--- src/rtl/mips_multicycle_core.sv ---
// Multicycle MIPS core: one shared ALU and one unified memory port with a
// request/ready handshake, plus a retired-instruction counter and illegal trap.
module mips_multicycle_core #(
    parameter logic [31:0] RESET_PC  = 32'h0000_0000,
    parameter int          CNT_WIDTH = 32
) (
    input  logic                 CLK,
    input  logic                 Reset,
    output logic                 MemReq,
    output logic                 MemWE,
    output logic [31:0]          MemAddr,
    output logic [31:0]          MemWData,
    input  logic [31:0]          MemRData,
    input  logic                 MemReady,
    output logic [31:0]          PC,
    input  logic [4:0]           ReadReg,
    output logic [31:0]          RegData,
    output logic [CNT_WIDTH-1:0] RetiredCount,
    output logic                 Illegal
);

    typedef enum logic [3:0] {
        S_FETCH, S_DECODE, S_MEMADR, S_MEMRD, S_MEMWB, S_MEMWR, S_EXEC,
        S_ALUWB, S_IEXEC, S_IWB, S_BRANCH, S_JUMP, S_ILLEGAL
    } state_t;

    localparam logic [5:0] OP_RTYPE = 6'b000000;
    localparam logic [5:0] OP_LW    = 6'b100011;
    localparam logic [5:0] OP_SW    = 6'b101011;
    localparam logic [5:0] OP_BEQ   = 6'b000100;
    localparam logic [5:0] OP_ADDI  = 6'b001000;
    localparam logic [5:0] OP_ORI   = 6'b001101;
    localparam logic [5:0] OP_J     = 6'b000010;

    localparam logic [2:0] ALU_AND = 3'b000;
    localparam logic [2:0] ALU_OR  = 3'b001;
    localparam logic [2:0] ALU_ADD = 3'b010;
    localparam logic [2:0] ALU_SUB = 3'b110;
    localparam logic [2:0] ALU_SLT = 3'b111;

    localparam logic [CNT_WIDTH-1:0] CNT_ONE = {{(CNT_WIDTH-1){1'b0}}, 1'b1};

    state_t                 r_state;
    logic [31:0]            r_pc, r_ir, r_mdr, r_a, r_b, r_aluout;
    logic [31:0]            r_rf [32];
    logic [CNT_WIDTH-1:0]   r_retired;
    logic                   r_illegal;

    logic [5:0]  w_op, w_funct;
    logic [4:0]  w_rs, w_rt, w_rd;
    logic [31:0] w_imm_sx, w_imm_zx, w_alu_a, w_alu_b, w_alu_y;
    logic [2:0]  w_alu_ctl, w_funct_ctl;
    logic        w_funct_ok, w_zero;

    function automatic logic [31:0] alu(input logic [2:0] ctl, input logic [31:0] x, input logic [31:0] y);
        case (ctl)
            ALU_AND: alu = x & y;
            ALU_OR:  alu = x | y;
            ALU_ADD: alu = x + y;
            ALU_SUB: alu = x - y;
            ALU_SLT: alu = {31'd0, ($signed(x) < $signed(y))};
            default: alu = x + y;
        endcase
    endfunction

    assign w_op     = r_ir[31:26];
    assign w_rs     = r_ir[25:21];
    assign w_rt     = r_ir[20:16];
    assign w_rd     = r_ir[15:11];
    assign w_funct  = r_ir[5:0];
    assign w_imm_sx = {{16{r_ir[15]}}, r_ir[15:0]};
    assign w_imm_zx = {16'd0, r_ir[15:0]};
    assign w_alu_y  = alu(w_alu_ctl, w_alu_a, w_alu_b);
    assign w_zero   = (w_alu_y == 32'd0);

    // Memory port is a pure decode of state and registers, never of MemReady.
    assign MemReq       = (r_state == S_FETCH) || (r_state == S_MEMRD) || (r_state == S_MEMWR);
    assign MemWE        = (r_state == S_MEMWR);
    assign MemAddr      = ((r_state == S_MEMRD) || (r_state == S_MEMWR)) ? r_aluout : r_pc;
    assign MemWData     = r_b;
    assign PC           = r_pc;
    assign RetiredCount = r_retired;
    assign Illegal      = r_illegal;
    assign RegData      = (ReadReg == 5'd0) ? 32'd0 : r_rf[ReadReg];

    // R-type funct to ALU control, flagging unsupported functs.
    always_comb begin
        w_funct_ok  = 1'b1;
        w_funct_ctl = ALU_ADD;
        case (w_funct)
            6'b100000: w_funct_ctl = ALU_ADD;
            6'b100010: w_funct_ctl = ALU_SUB;
            6'b100100: w_funct_ctl = ALU_AND;
            6'b100101: w_funct_ctl = ALU_OR;
            6'b101010: w_funct_ctl = ALU_SLT;
            default:   w_funct_ok  = 1'b0;
        endcase
    end

    // Operand and operation select for the single shared ALU.
    always_comb begin
        w_alu_ctl = ALU_ADD;
        w_alu_a   = r_pc;
        w_alu_b   = 32'd4;
        case (r_state)
            S_FETCH: begin
                w_alu_a = r_pc;
                w_alu_b = 32'd4;
            end
            S_DECODE: begin
                w_alu_a = r_pc;
                w_alu_b = {w_imm_sx[29:0], 2'b00};
            end
            S_MEMADR: begin
                w_alu_a = r_a;
                w_alu_b = w_imm_sx;
            end
            S_EXEC: begin
                w_alu_ctl = w_funct_ctl;
                w_alu_a   = r_a;
                w_alu_b   = r_b;
            end
            S_IEXEC: begin
                w_alu_a = r_a;
                if (w_op == OP_ORI) begin
                    w_alu_ctl = ALU_OR;
                    w_alu_b   = w_imm_zx;
                end else begin
                    w_alu_ctl = ALU_ADD;
                    w_alu_b   = w_imm_sx;
                end
            end
            S_BRANCH: begin
                w_alu_ctl = ALU_SUB;
                w_alu_a   = r_a;
                w_alu_b   = r_b;
            end
            default: begin
                w_alu_ctl = ALU_ADD;
                w_alu_a   = r_pc;
                w_alu_b   = 32'd4;
            end
        endcase
    end

    // Control FSM together with all architectural state.
    always_ff @(posedge CLK) begin
        if (Reset) begin
            r_state   <= S_FETCH;
            r_pc      <= RESET_PC;
            r_ir      <= 32'd0;
            r_mdr     <= 32'd0;
            r_a       <= 32'd0;
            r_b       <= 32'd0;
            r_aluout  <= 32'd0;
            r_retired <= {CNT_WIDTH{1'b0}};
            r_illegal <= 1'b0;
            for (int i = 0; i < 32; i++) r_rf[i] <= 32'd0;
        end else begin
            case (r_state)
                S_FETCH: if (MemReady) begin
                    r_ir    <= MemRData;
                    r_pc    <= w_alu_y;
                    r_state <= S_DECODE;
                end
                S_DECODE: begin
                    r_a      <= r_rf[w_rs];
                    r_b      <= r_rf[w_rt];
                    r_aluout <= w_alu_y;
                    case (w_op)
                        OP_LW, OP_SW:   r_state <= S_MEMADR;
                        OP_ADDI, OP_ORI: r_state <= S_IEXEC;
                        OP_BEQ:         r_state <= S_BRANCH;
                        OP_J:           r_state <= S_JUMP;
                        OP_RTYPE: begin
                            r_state   <= w_funct_ok ? S_EXEC : S_ILLEGAL;
                            r_illegal <= ~w_funct_ok;
                        end
                        default: begin
                            r_state   <= S_ILLEGAL;
                            r_illegal <= 1'b1;
                        end
                    endcase
                end
                S_MEMADR: begin
                    r_aluout <= w_alu_y;
                    r_state  <= (w_op == OP_LW) ? S_MEMRD : S_MEMWR;
                end
                S_MEMRD: if (MemReady) begin
                    r_mdr   <= MemRData;
                    r_state <= S_MEMWB;
                end
                S_MEMWB: begin
                    if (w_rt != 5'd0) r_rf[w_rt] <= r_mdr;
                    r_retired <= r_retired + CNT_ONE;
                    r_state   <= S_FETCH;
                end
                S_MEMWR: if (MemReady) begin
                    r_retired <= r_retired + CNT_ONE;
                    r_state   <= S_FETCH;
                end
                S_EXEC: begin
                    r_aluout <= w_alu_y;
                    r_state  <= S_ALUWB;
                end
                S_ALUWB: begin
                    if (w_rd != 5'd0) r_rf[w_rd] <= r_aluout;
                    r_retired <= r_retired + CNT_ONE;
                    r_state   <= S_FETCH;
                end
                S_IEXEC: begin
                    r_aluout <= w_alu_y;
                    r_state  <= S_IWB;
                end
                S_IWB: begin
                    if (w_rt != 5'd0) r_rf[w_rt] <= r_aluout;
                    r_retired <= r_retired + CNT_ONE;
                    r_state   <= S_FETCH;
                end
                S_BRANCH: begin
                    if (w_zero) r_pc <= r_aluout;
                    r_retired <= r_retired + CNT_ONE;
                    r_state   <= S_FETCH;
                end
                S_JUMP: begin
                    r_pc      <= {r_pc[31:28], r_ir[25:0], 2'b00};
                    r_retired <= r_retired + CNT_ONE;
                    r_state   <= S_FETCH;
                end
                S_ILLEGAL: r_state <= S_ILLEGAL;
                default:   r_state <= S_FETCH;
            endcase
        end
    end

endmodule
--- config.mk ---
export PLATFORM = sky130hd
export DESIGN_NAME = mips_multicycle_core
export DESIGN_NICKNAME = d
export VERILOG_FILES = /design/src/rtl/mips_multicycle_core.sv
export SDC_FILE = /design/constraint.sdc
export NUM_CORES = 2
export LEC_CHECK = 0
export CAP_MARGIN = 20
export CORE_ASPECT_RATIO = 1.4
export CORE_MARGIN = 1
export CORE_UTILIZATION = 59
export CTS_BUF_LIST = sky130_fd_sc_hd__clkbuf_4 sky130_fd_sc_hd__clkbuf_8
export CTS_CLUSTER_SIZE = 8
export DETAILED_ROUTE_END_ITERATION = 8
export PLACE_DENSITY = 0.76
export SKIP_CTS_REPAIR_TIMING = 1
export SYNTH_ARGS = -nofsm -noshare
export SYNTH_HDL_FRONTEND = slang
export SYNTH_SLANG_ARGS = --single-unit
export TNS_END_PERCENT = 100
--- constraint.sdc ---
create_clock -name CLK -period 5.6 [get_ports CLK]
set_input_delay 1.12 -clock CLK [delete_from_list [all_inputs] [get_ports CLK]]
set_output_delay 1.12 -clock CLK [all_outputs]
set_load 0.1 [all_outputs]
Yosys cells after proc, flatten, opt, wreduce, memory -nomap -nowiden

Memory sizes are Yosys's and may differ from the RTL's. A register that Yosys moved wholly into a read port is not among the register bits.
Cells that the tools add are included.
W data, S select, Z words.

Flip-flop bits (word level): 165
RAM bits: 1024
Bits of input ports: 40
Output and inout bits: 163
Word-level logic and storage cells: 122
Memories kept: 1

Add/subtract/negate cells: 3
$lt $le $gt $ge: 1
Equal/unequal tests: 30
Muxes and demuxes: 43
Bitwise operators: 6
Reduce and logical (&&, ||, !) cells: 30

Memory list:

| name | words | bits a word | rd ports | clocked after Yosys merged registers in | write ports | line | RTL |
|---|---|---|---|---|---|---|---|
| r_rf | 32    | 32          | 3        | 2                                       | 32          | 45   | `logic [31:0] r_rf [32];` |

Operators by type and width:

| operator                | number |
|---|---|
| $mux W32                | 10 |
| $pmux W32 S4            | 2 |
| $pmux W32 S3            | 1 |
| $pmux W32 S2            | 1 |
| $reduce_or A32 Y1       | 2 |
| $eq A6 B6 Y1 const B    | 7 |
| $add A32 B1 Y32 const B | 1 |
| $add A32 B32 Y32        | 1 |
| $and A32 B32 Y32        | 1 |
| $logic_not A32 Y1       | 1 |
| $lt A32 B32 Y1          | 1 |
| $or A32 B32 Y32         | 1 |
| $pmux W4 S8             | 1 |
| $sub A32 B32 Y32        | 1 |
| $eq A4 B4 Y1 const B    | 5 |
| $pmux W4 S5             | 1 |
| $eq A4 B3 Y1 const B    | 4 |
| $mux W1                 | 16 |
| $mux W4                 | 4 |
| $eq A6 B4 Y1 const B    | 2 |
| $pmux W3 S4             | 1 |
| $mux W5                 | 2 |
| $reduce_bool A5 Y1      | 2 |
| $reduce_or A5 Y1        | 2 |
| 27 further kinds        | 43 |

Longest topological paths before layout

Depth in word-level cells: 9
Gate-level depth with buffers: 24
Gate-level depth less buffers: 20

Least setup slack after synthesis

No wires, ideal clock.

Kind: register -> register
Start: reg r_state[3]
End: reg r_pc[0] (netlist: PC[0])
Library setup time: 0.068 ns
Data arrival time: 6.176 ns
Data required time: 5.532 ns
Setup slack: -0.644 ns
Stages on the path, launching flop included: 25
Path buffers: 4
Period minus slack after synthesis: 6.244 ns
Cell sequence: dfxtp_1 -> buf_1 -> xnor2_1 -> nor3_1 -> or2_2 -> clkbuf_1 -> buf_1 -> mux2_2 -> inv_1 -> ha_1 -> inv_1 -> fa_1 -> nor2b_1 -> o31a_1 -> o21ai_1 -> nand2_1 -> a221o_1 -> a21oi_1 -> nand4_1 -> or3b_1 -> or4_1 -> or4_4 -> buf_6 -> a21o_1 -> a21oi_2

Longest elaborated chain between the ends: 8
Elaborated cells on any way between the ends: 29
Classes of those cells: add/sub: 2; order compare: 1; eq/ne: 11; mux: 6; bitwise: 2; reduce/logical: 7

Ends and longest elaborated chain:

| element                                                        | line     | RTL |
|---|---|---|
| start, declared                                                | 43       | `state_t r_state;` |
| start signal, assigned                                         | 176      | `r_state <= w_funct_ok ? S_EXEC : S_ILLEGAL;` |
| start signal, assigned                                         | 187      | `r_state <= (w_op == OP_LW) ? S_MEMRD : S_MEMWR;` |
| $eq A4 B4 Y1, or another cell as far along                     | 105, 160 |  |
| $reduce_or A2 Y1 (no line) or $reduce_or A4 Y1 (tied branches) | n/a      |  |
| $pmux W32 S4 or $mux W32 (tied branches)                       | 105      | `case (r_state)` |
| $add A32 B32 Y32, or another cell as far along                 | 59, 62   |  |
| $pmux W32 S4                                                   | 56       | `case (ctl)` |
| $logic_not A32 Y1                                              | 74       | `assign w_zero = (w_alu_y == 32'd0);` |
| $ne A2 B2 Y1 (no line)                                         | n/a      |  |
| $reduce_and A3 Y1 (no line)                                    | n/a      |  |
| end signal, assigned                                           | 163      | `r_pc <= w_alu_y;` |
| end signal, assigned                                           | 221      | `if (w_zero) r_pc <= r_aluout;` |
| end signal, assigned                                           | 226      | `r_pc <= {r_pc[31:28], r_ir[25:0], 2'b00};` |
| end, declared                                                  | 44       | `logic [31:0] r_pc, r_ir, r_mdr, r_a, r_b, r_aluout;` |

Several ways; a longest one is shown, not always the timed one. The select of a mux whose other input is x is not followed.
A chain may end at the register's enable or synchronous reset.

Final worst setup path

Start: reg r_state[1]
End: reg r_pc[19] (netlist: PC[19])

Same word-level chain as after synthesis.

==> impl_metrics.csv <==
group,metric,value,unit
routing,wl,307,mm
critical_path,cp-startpoint,"r_state[1]$_SDFFE_PP0P_",
routing,drtIter0Drc,9520,
run_status,violations,"setup timing",
yosys,syn_area,75500,µm²
yosys,synthTopCellsByCount,"1,268 x nor2_1, 1,024 x edfxtp_1, 960 x mux4_2, 433 x clkbuf_1, 290 x nand2_1",
clock_tree,cts_tree,"yes",
die,start_util,59.7,%
power_and_ir_drop,pwr_density_cell,424,nW/µm²
global_routing,first_global_vias,59900,
place,portBuffers,202,
critical_path,arrival,6570,ps
sta,setup_slack,-118,ps
sta,maxSlewViolCount,0,
die,core,126000,µm²
global_routing,grt_max_degree,107,
yosys,yosys-top-cells-area,"edfxtp_1 41%, mux4_2 29%, nor2_1 6.3%, dfxtp_1 6.1%, mux2i_1 2.2%",
die,dieWidth,304,µm
run_status,outcome,"complete, but fails checks",
layout,fin_util,70.1,%
layout,ff_latch_area,35400,µm²
yosys,syn_inst,5751,
yosys,synth.most_common_cell,"nor2_1",
die,die_h,425,µm
clock_tree,clkTransAtPathRegs,70,ps
sta,finalCritPeriodShare,102,%
die,die_area,129000,µm²
sta,hold_violations,0,
die,io_pins,203,
sta,timing.hold.ws,470,ps
global_routing,antenna_found_initial,13,
job,maxCapViolations,0,
critical_path,rrSetupSlack,-120,ps
routing,vias,60600,
routing,detail_route.wl_per_cell,38.2,µm
place,routabilityCongestion,1.04,
critical_path,cp-start-kind,"flip-flop",
sta,worst_pin_slew,1150,ps
clock_tree,clock-sinks,1253,
global_routing,overflow,0,
critical_path,cp_max_fo,6,
clock_tree,clockBufferDepth,3,
yosys,ys.flop_type,"edfxtp_1",
sta,fmax,0.175,GHz
yosys,synthArstFlopShare,0,%
yosys,synth_top_area_share,40.7,%
layout,fillers,8566,
sta,slew_headroom,23.1,%
critical_path,timing.rr.end,"PC[19]$_SDFFE_PP0P_",
power_and_ir_drop,vdd_drop_max,0.000372,V
min_path,hp-class,"reg2reg",
clock_tree,cts-root-buf,"clkbuf_8",
sta,rsz0062_at_grt,"yes",
critical_path,critPathRequiredTime,6460,ps
power_and_ir_drop,p_leak,0.0299,µW
routing,ant_nets,0,
yosys,ys_seq_elements,1253,
yosys,ys_seq_area_share,46.8,%
layout,multi_input_area,39100,µm²
sta,setup_viol,14,
place,dp_hpwl,201,mm
sta,period_minus_slack,5720,ps
global_routing,grt_use_total,47.5,%
die,row_count,154,
critical_path,reg2reg_depth,26,
clock_tree,numCtsBuffers,189,
place,pre_cts_slack,-1430,ps
critical_path,crit_type,"reg2reg",
routing,first_pass_iters,8,
critical_path,critical_path.endpoint,"PC[19]$_SDFFE_PP0P_",
layout,syn_to_final_growth,17.3,%
critical_path,end_kind,"flip-flop",
yosys,synth-warning-count,0,
global_routing,grt_pass1_wl,428,mm
routing,vias_per_cell,7.54,
sta,skew,61.9,ps
routing,drc,0,
clock_tree,cts_max_level,4,
yosys,synth_edf_count,1024,
yosys,yosys.cell_types.count,94,
layout,drive_gt1_share,36.2,%
critical_path,r2r-start,"r_state[1]$_SDFFE_PP0P_",
power_and_ir_drop,p_total,37600,µW
clock_tree,insertion_delay,980,ps
yosys,yosysTopAreaCell,"edfxtp_1",
layout,fin_nets,6426,
yosys,avgSynthCellArea,13.1,µm²
[flip-flops by register name (all words and copies together) (netlist names)]
register	cells
r_rf	1024
MemWData	32
PC	32
RetiredCount	32
r_a	32
r_aluout	32
r_ir	32
r_mdr	32
r_state	4
Illegal	1
[worst min-delay path by stage]
stage	from	to	slack [ps]	cells past startpoint
final	r_mdr[23]$_SDFFE_PP0P_	r_mdr[23]$_SDFFE_PP0P_	470	2
after global routing	r_mdr[28]$_SDFFE_PP0P_	r_mdr[28]$_SDFFE_PP0P_	490	2
after detailed placement	r_mdr[31]$_SDFFE_PP0P_	r_mdr[31]$_SDFFE_PP0P_	460	2
after CTS	r_mdr[31]$_SDFFE_PP0P_	r_mdr[31]$_SDFFE_PP0P_	470	2
after global placement	r_mdr[28]$_SDFFE_PP0P_	r_mdr[28]$_SDFFE_PP0P_	450	2
after floorplan	r_mdr[0]$_SDFFE_PP0P_	r_mdr[0]$_SDFFE_PP0P_	440	2
[placed cells by master, fill, tap and decap left out, drive strengths merged, types with 15 or more instances in the layout]
cell / n
conb: 32
xor2: 23
nand4: 15
a21oi: 218
inv: 107
a211oi: 119
ha: 97
a211o: 15
nor2: 1268
buf: 726
mux2i: 164
nand2: 290
clkinv: 18
nand2b: 50
and3: 16
mux2: 69
dfxtp: 229
clkbuf: 270
xnor2: 20
clkdlybuf4s50: 160
o31ai: 16
o211ai: 39
nor2b: 24
o21ai: 87
or3: 18
a31oi: 18
edfxtp: 1024
nand3: 45
nor3: 35
mux4: 960
[power by group]
part | switching, µW | leakage, µW | internal (µW)
sequential | 1190 | 0.0124 | 10700
combinational | 10600 | 0.0156 | 7710
clock | 3610 | 0.00182 | 3720
[layer usage]
metal,up-vias,track usage [%],part of all wire [%]
met1,29500,52.6,29
met3,1900,15.5,14
met2,5898,73.5,46
met4,14,42.6,11
met5,-,0.295,0.040
li1,23300,-,-
[area by class of cell]
cell class,instances,share of cell area (%)
Timing Repair Buffer,888,9.27
Clock inverter,26,0.182
Tap cell,1638,2.31
Inverter,104,0.448
Multi-Input combinational cell,3851,44.1
Antenna cell,10,0.0282
Clock buffer,268,3.68
Sequential cell,1253,39.9
[kinds of logic (layout without fill, tap and decap cells)]
| logic type | count (synthesis) | in the layout | synth area share, % |
|---|---|---|---|
| and+or+nand+nor | 1828 | 1832 | 10.0 |
| other | 1 | 42 | 0.00497 |
| xor gates and xnor gates | 43 | 43 | 0.499 |
| muxes | 1193 | 1193 | 31.8 |
| AOI/OAI and AO/OA | 652 | 652 | 5.75 |
| DFF | 1253 | 1253 | 46.8 |
| buffers and inverters | 682 | 1286 | 3.46 |
| adders and majority gates | 99 | 99 | 1.66 |
[critical path: stages, from the launching register on]
cell and delay (ps):
dfxtp_4 410, buf_4 140, nand2b_4 60, nor2_4 120, or2_4 260, buf_12 170
buf_8 130, mux2_2 390, ha_4 330, buf_6 120, nand2_1 60, o211ai_1 350
a41oi_2 240, a31oi_4 220, buf_12 150, nor4b_4 310, buf_4 210, mux2i_4 250
a211oi_2 60, buf_4 180, nand4_1 80, nor4_2 50, buf_4 130, and4b_2 280
o21ai_4 430, clkbuf_16 280, mux2i_1 170
[stage by stage]
step | cells | cell area [µm²] | TNS (ps)
6_report | 8038 | 88600 | -959
5_1_grt | 8033 | 88600 | -2620
4_1_cts | 7985 | 87100 | -45270
3_5_place_dp | 7691 | 83700 | -44700
3_3_place_gp | 7691 | 83700 | -45210
2_1_floorplan | 5782 | 75700 | 0
Note: power is estimated with default switching activity, not from simulation.
